**src/rtl/bounce_gen_if.sv**
```systemverilog
// rtl/bounce_gen_if.sv - level request / bouncing output bundle for bounce_gen
interface bounce_gen_if;
   logic       level_in;
   logic       data_out;
   logic       busy;
   logic       settled;
   logic [3:0] toggle_cnt;

   modport master (
      output level_in,
      input  data_out,
      input  busy,
      input  settled,
      input  toggle_cnt
   );

   modport slave (
      input  level_in,
      output data_out,
      output busy,
      output settled,
      output toggle_cnt
   );
endinterface

```
**src/rtl/bounce_gen.sv**
```systemverilog
// rtl/bounce_gen.sv - contact-bounce emulator: glitch burst then settle hold
// Define BOUNCE_GEN_FIXED_EN for deterministic mode (no LFSR, k=MAX_PAIRS, interval=TOGGLE_MIN).
module bounce_gen #(
   parameter int          MAX_PAIRS     = 5,
   parameter int          TOGGLE_MIN    = 4,
   parameter int          IW            = 4,
   parameter int          SETTLE_CYCLES = 65536,
   parameter logic [15:0] LFSR_SEED     = 16'hACE1
) (
   input logic         clk,
   input logic         rst_n,
   bounce_gen_if.slave bus
);
   localparam int              ICW         = $clog2(TOGGLE_MIN + (1 << IW));
   localparam int              SCW         = $clog2(SETTLE_CYCLES);
   localparam logic [SCW-1:0]  SETTLE_LOAD = SCW'(SETTLE_CYCLES - 1);
   localparam logic [2:0]      MAXP        = 3'(MAX_PAIRS);

   typedef enum logic [1:0] {IDLE, BOUNCE, SETTLE} state_t;

   state_t         state, state_nx;
   logic           data_q, data_nx;
   logic           target_q, target_nx;
   logic           busy_q;
   logic           settled_q, settled_nx;
   logic [3:0]     tcnt_q, tcnt_nx;
   logic [3:0]     rem_q, rem_nx;
   logic [ICW-1:0] ivl_q, ivl_nx;
   logic [SCW-1:0] stl_q, stl_nx;

   logic [2:0]     k;
   logic [ICW-1:0] ivl_load;
   logic           start;
   logic           ivl_zero;
   logic           stl_zero;

`ifdef BOUNCE_GEN_FIXED_EN
   assign k        = MAXP;
   assign ivl_load = ICW'(TOGGLE_MIN - 1);
`else
   localparam logic [15:0] SEED = (LFSR_SEED == 16'h0000) ? 16'h0001 : LFSR_SEED;

   logic [15:0] lfsr;

   // Galois form of x^16+x^14+x^13+x^11+1; free-running in every state
   always_ff @(posedge clk or negedge rst_n) begin
      if (!rst_n)
         lfsr <= SEED;
      else
         lfsr <= {1'b0, lfsr[15:1]} ^ (lfsr[0] ? 16'hB400 : 16'h0000);
   end

   assign k        = (lfsr[2:0] > MAXP) ? MAXP : lfsr[2:0];
   assign ivl_load = ICW'(TOGGLE_MIN - 1) + ICW'(lfsr[IW+2:3]);
`endif

   assign start    = (bus.level_in != data_q);
   assign ivl_zero = (ivl_q == '0);
   assign stl_zero = (stl_q == '0);

   always_ff @(posedge clk or negedge rst_n) begin
      if (!rst_n) begin
         state     <= IDLE;
         data_q    <= 1'b0;
         target_q  <= 1'b0;
         busy_q    <= 1'b0;
         settled_q <= 1'b0;
         tcnt_q    <= 4'd0;
         rem_q     <= 4'd0;
         ivl_q     <= '0;
         stl_q     <= '0;
      end else begin
         state     <= state_nx;
         data_q    <= data_nx;
         target_q  <= target_nx;
         busy_q    <= (state_nx != IDLE);
         settled_q <= settled_nx;
         tcnt_q    <= tcnt_nx;
         rem_q     <= rem_nx;
         ivl_q     <= ivl_nx;
         stl_q     <= stl_nx;
      end
   end

   always_comb begin
      state_nx = state;
      case (state)
         IDLE:    if (start) state_nx = (k != 3'd0) ? BOUNCE : SETTLE;
         BOUNCE:  if (ivl_zero && rem_q == 4'd1) state_nx = SETTLE;
         SETTLE:  if (stl_zero) state_nx = IDLE;
         default: state_nx = IDLE;
      endcase
   end

   always_comb begin
      data_nx    = data_q;
      target_nx  = target_q;
      settled_nx = 1'b0;
      tcnt_nx    = tcnt_q;
      rem_nx     = rem_q;
      ivl_nx     = ivl_q;
      // Settle counter is preloaded outside SETTLE so it is ready on entry
      stl_nx     = SETTLE_LOAD;
      case (state)
         IDLE: begin
            if (start) begin
               data_nx   = ~data_q;
               target_nx = bus.level_in;
               tcnt_nx   = 4'd1;
               rem_nx    = {k, 1'b0};
               ivl_nx    = ivl_load;
            end
         end
         BOUNCE: begin
            if (ivl_zero) begin
               data_nx = ~data_q;
               tcnt_nx = (tcnt_q == 4'hF) ? tcnt_q : tcnt_q + 4'd1;
               rem_nx  = rem_q - 4'd1;
               ivl_nx  = ivl_load;
            end else begin
               ivl_nx  = ivl_q - ICW'(1);
            end
         end
         SETTLE: begin
            data_nx    = target_q;
            settled_nx = stl_zero;
            stl_nx     = stl_zero ? stl_q : stl_q - SCW'(1);
         end
         default: ;
      endcase
   end

   assign bus.data_out   = data_q;
   assign bus.busy       = busy_q;
   assign bus.settled    = settled_q;
   assign bus.toggle_cnt = tcnt_q;
endmodule

```
**src/flat_wrapper.sv**
```systemverilog
// flat-port wrapper written by rule: the top's interface ports become plain ports
module bounce_gen_flat 
#(
   parameter int          MAX_PAIRS     = 5,
   parameter int          TOGGLE_MIN    = 4,
   parameter int          IW            = 4,
   parameter int          SETTLE_CYCLES = 65536,
   parameter logic [15:0] LFSR_SEED     = 16'hACE1
)
  (clk, rst_n, bus_level_in, bus_data_out, bus_busy, bus_settled, bus_toggle_cnt);
  bounce_gen_if bus_i ();
  input logic clk;
  input logic rst_n;
  input wire logic [$bits(bus_i.level_in)-1:0] bus_level_in;
  output wire logic [$bits(bus_i.data_out)-1:0] bus_data_out;
  output wire logic [$bits(bus_i.busy)-1:0] bus_busy;
  output wire logic [$bits(bus_i.settled)-1:0] bus_settled;
  output wire logic [$bits(bus_i.toggle_cnt)-1:0] bus_toggle_cnt;
  assign bus_i.level_in = bus_level_in;
  assign bus_data_out = bus_i.data_out;
  assign bus_busy = bus_i.busy;
  assign bus_settled = bus_i.settled;
  assign bus_toggle_cnt = bus_i.toggle_cnt;
  bounce_gen #(.MAX_PAIRS(MAX_PAIRS), .TOGGLE_MIN(TOGGLE_MIN), .IW(IW), .SETTLE_CYCLES(SETTLE_CYCLES), .LFSR_SEED(LFSR_SEED)) u_core (.clk(clk), .rst_n(rst_n), .bus(bus_i));
endmodule
```
**config.mk**
```make
export PLATFORM = sky130hd
export DESIGN_NAME = bounce_gen_flat
export DESIGN_NICKNAME = d
export VERILOG_FILES = /design/src/rtl/bounce_gen_if.sv /design/src/rtl/bounce_gen.sv /design/src/flat_wrapper.sv
export SDC_FILE = /design/constraint.sdc
export NUM_CORES = 1
export LEC_CHECK = 0
export BUFFER_PORTS_ARGS = -buffer_cell sky130_fd_sc_hd__buf_2
export CAP_MARGIN = 0
export CORE_ASPECT_RATIO = 1.75
export CORE_MARGIN = 5
export CORE_UTILIZATION = 25
export DETAILED_ROUTE_END_ITERATION = 8
export SYNTH_ARGS = -nofsm -noshare
export SYNTH_HDL_FRONTEND = slang
export SYNTH_SLANG_ARGS = --single-unit
```
**constraint.sdc**
```tcl
create_clock -name clk -period 2.5 [get_ports clk]
set_input_delay 0 -clock clk [delete_from_list [all_inputs] [get_ports clk]]
set_output_delay 0 -clock clk [all_outputs]
set_load 0.01 [all_outputs]
```
==> flow_metrics.py <==
metrics = {
    "logic_synthesis": {
        "synthCells": 243,
        "yosys_register_bits": 51,
        "synth_area_leaders": "dfrtp_1 (43%), dfstp_2 (8.3%), ha_1 (4.0%), o21ai_0 (3.6%), nor2_1 (3.3%)",
        "ys_types": 56,
        "ys_warn_count": 0,
        "synth_nets": 254,
        "yosysTopAreaCell": "dfrtp_1",
        "syn_area_um2": 2530,
        "synth_top_area_share": 0.426,
        "synthArstFlopShare": 1.00,
        "synth_ff_type": "dfrtp_1",
        "syn_area_per_cell_um2": 10.4,
        "yosysSeqAreaShare": 0.509,
        "synth_edf_count": 0,
    },
    "timing": {
        "finalClockSkew_ns": 0.00731,
        "finalCritPeriodShare": 0.853,
        "finalSetupViolCount": 0,
        "slew_headroom": 0.639,
        "grt_setup_unrepaired": "no",
        "min_period_ns": 2.13,
        "tightestPinTransition_ns": 0.542,
        "final.setup.tns_ns": 0,
        "drv_slew": 0,
        "hold_viol": 0,
        "max_clock_freq_mhz": 469,
    },
    "cts": {
        "post_cts_resized": 0,
        "cts_htree_levels": 2,
        "clockBufferDepth": 2,
        "clkTransAtPathRegs_ns": 0.07,
        "clock-root-buffer": "clkbuf_16",
        "numCtsBuffers": 5,
        "cts_tree": "done",
        "clk_latency_ns": 0.29,
        "cts.sinks": 51,
    },
    "run_status": {
        "outcome": "finished, final reports clean",
    },
    "grt": {
        "grt_pass1_wl_um": 9220,
        "track_usage": 0.0945,
        "grt_overflow": 0,
        "grt_antenna_before_repair": 0,
        "grt_pass1_vias": 1924,
        "grt_max_degree": 24,
    },
    "cells_and_area": {
        "fin_area_um2": 2890,
        "mostFrequentLayoutCells": "dfrtp_1 (43), nor2_1 (22), o21ai_0 (18)",
        "fillCellCount": 1039,
        "diodes": 0,
        "layout-drive-gt1-share": 0.165,
        "syn_to_final_growth_pct": 14.4,
        "nNetsFinal": 270,
        "mostFrequentLayoutCell": "dfrtp_1",
    },
    "place": {
        "hpwl_um": 3820,
        "dpl_cell_area_um2": 2720,
        "gp_congestion": 0.809,
        "port_buffers": 9,
    },
    "routing": {
        "wl_um": 5280,
        "drtIter0Drc": 75,
        "detail-route-antenna-nets": 0,
        "wl_per_cell_um": 13.7,
        "vias_per_cell": 4.99,
        "first_pass_iters": 4,
        "drc_errors": 0,
        "vias": 1921,
    },
    "worst_hold_path": {
        "hp-class": "in2async",
    },
    "floorplanning": {
        "dieArea_um2": 12300,
        "die_width_um": 86.0,
        "num_io_pins": 10,
        "core_area_um2": 9910,
        "initial_core_util": 0.255,
        "die_h_um": 143,
        "row_count": 48,
    },
    "setup_path": {
        "cp_slowest_cell": "nand4_1",
        "cp_data_required_time_ns": 2.70,
        "cp-start-kind": "register",
        "critical_path_buf_inv_count": 1,
        "critPathKind": "reg2reg",
        "worst_ep_arrival_time_ns": 2.33,
        "end_kind": "register",
        "crit_family": "simple AND/OR/NAND/NOR gates",
        "crit_fanout": 11,
        "critPathMaxStageDelay_ns": 0.45,
        "worstPathCellList": "inv_1 -> ha_1 -> nor3b_1 -> nand4_1 -> and3_1 -> o21ai_0",
    },
    "run": {
        "maxCapViolCount": 0,
    },
    "pwr": {
        "powerDensity_nw_per_um2": 828,
        "p_leak_uw": 0.00117,
        "ir_worst_vdd_uv": 330,
    },
}
[area by class of cell]
| class | instances | area (um2) | share of cell area |
|---|---|---|---|
| Tap cell | 125 | 156 | 0.0541 |
| Sequential cell | 51 | 1290 | 0.445 |
| Clock inverter | 2 | 16.3 | 0.00562 |
| Timing Repair Buffer | 16 | 103 | 0.0355 |
| Inverter | 11 | 41.3 | 0.0143 |
| Multi-Input combinational cell | 174 | 1150 | 0.398 |
| Clock buffer | 6 | 139 | 0.0480 |
[logic make-up (layout without fill, tap and decap cells)]
group,Yosys count,count (layout),share of synthesized area
flops,51,51,0.509
mux,2,2,0.00841
fa+ha+maj,8,8,0.0396
compound gates,62,62,0.161
buf+inv,18,35,0.0361
simple gates,94,94,0.216
xor+xnor,8,8,0.0307
[metrics by stage]
| step | util | instances | hold slack [ns] | power [uW] | setup WS (ns) |
|---|---|---|---|---|---|
| 2_1_floorplan | - | 243 | -0.296 | 1550 | 0.741 |
| 3_3_place_gp | 0.274 | 375 | 0.00115 | 1690 | 0.507 |
| 3_5_place_dp | 0.274 | 375 | 0.00416 | 1720 | 0.374 |
| 4_1_cts | 0.292 | 385 | 0.231 | 2430 | 0.397 |
| 5_1_grt | 0.292 | 385 | 0.290 | 2560 | 0.162 |
| 6_report | 0.292 | 385 | 0.230 | 2400 | 0.366 |
[path summary, 6_finish.rpt]
kind / cells past startpoint / endpoint / slack, ns / start
setup reg to reg: 6 / u_core.stl_q[6]$_DFFE_PN0N_ / 0.37 / u_core.stl_q[0]$_DFFE_PN0N_
hold / removal: 2 / u_core.ivl_q[2]$_DFFE_PN0P_ / 0.23 / rst_n
max in group asynchronous: 3 / u_core.lfsr[15]$_DFF_PN1_ / 1.61 / rst_n
min in group clk: 0 / u_core.lfsr[11]$_DFF_PN1_ / 0.35 / u_core.lfsr[12]$_DFF_PN0_
setup / recovery: 6 / u_core.stl_q[6]$_DFFE_PN0N_ / 0.37 / u_core.stl_q[0]$_DFFE_PN0N_
hold reg to reg: 0 / u_core.lfsr[11]$_DFF_PN1_ / 0.35 / u_core.lfsr[12]$_DFF_PN0_
[cells in the mapped netlist, types with 2 or more instances]
cell type,number
dfrtp_1,43
nor2_1,22
o21ai_0,18
nand2_1,15
a21oi_1,14
inv_1,11
nand3_1,11
nor3_1,9
dfstp_2,8
ha_1,8
a31oi_1,5
and3_1,5
a211oi_1,4
nand4_1,4
o31ai_1,4
or4_1,4
xnor2_1,4
a2bb2oi_1,3
buf_6,3
nor2b_1,3
nor3b_1,3
xor2_1,3
a22o_1,2
clkbuf_1,2
nand4b_1,2
nor4_1,2
nor4_2,2
[worst reg2reg max path, delay by kind of cell, from the launching register on]
family	cells	cell delay (ns)
flip-flops	1	0.43
AO/OA/AOI/OAI	1	0.18
buffers and inverters	1	0.10
adder cells (fa/ha/maj)	1	0.19
AND/OR/NAND/NOR	3	1.16
[sequential cells by signal (all words and copies together), names as in the netlist, 2 cells and up]
name / cells
u_core.stl_q: 16
u_core.lfsr: 16
u_core.rem_q: 4
u_core.bus.toggle_cnt: 4
u_core.state: 2
u_core.ivl_q: 5
[per-layer routing]
| layer | track usage | vias up | share of wire |
|---|---|---|---|
| li1 | - | 920 | - |
| met1 | 0.104 | 956 | 0.40 |
| met2 | 0.167 | 32 | 0.54 |
| met3 | 0.0208 | 13 | 0.027 |
| met4 | 0.0484 | 0 | 0.029 |
| met5 | 0 | - | 0 |
[power breakdown]
group / switching, uW / leakage, uW / internal (uW)
logic: 291 / 0.000518 / 244
clock network: 295 / 0.0000731 / 400
registers: 201 / 0.000577 / 966
[timing repair]
action / CTS / global route
hold endpoints to repair: 18 / 0
setup buffers: 0 / 0
hold buffers: 2 / 0
Power figures use the tool's default switching activity.
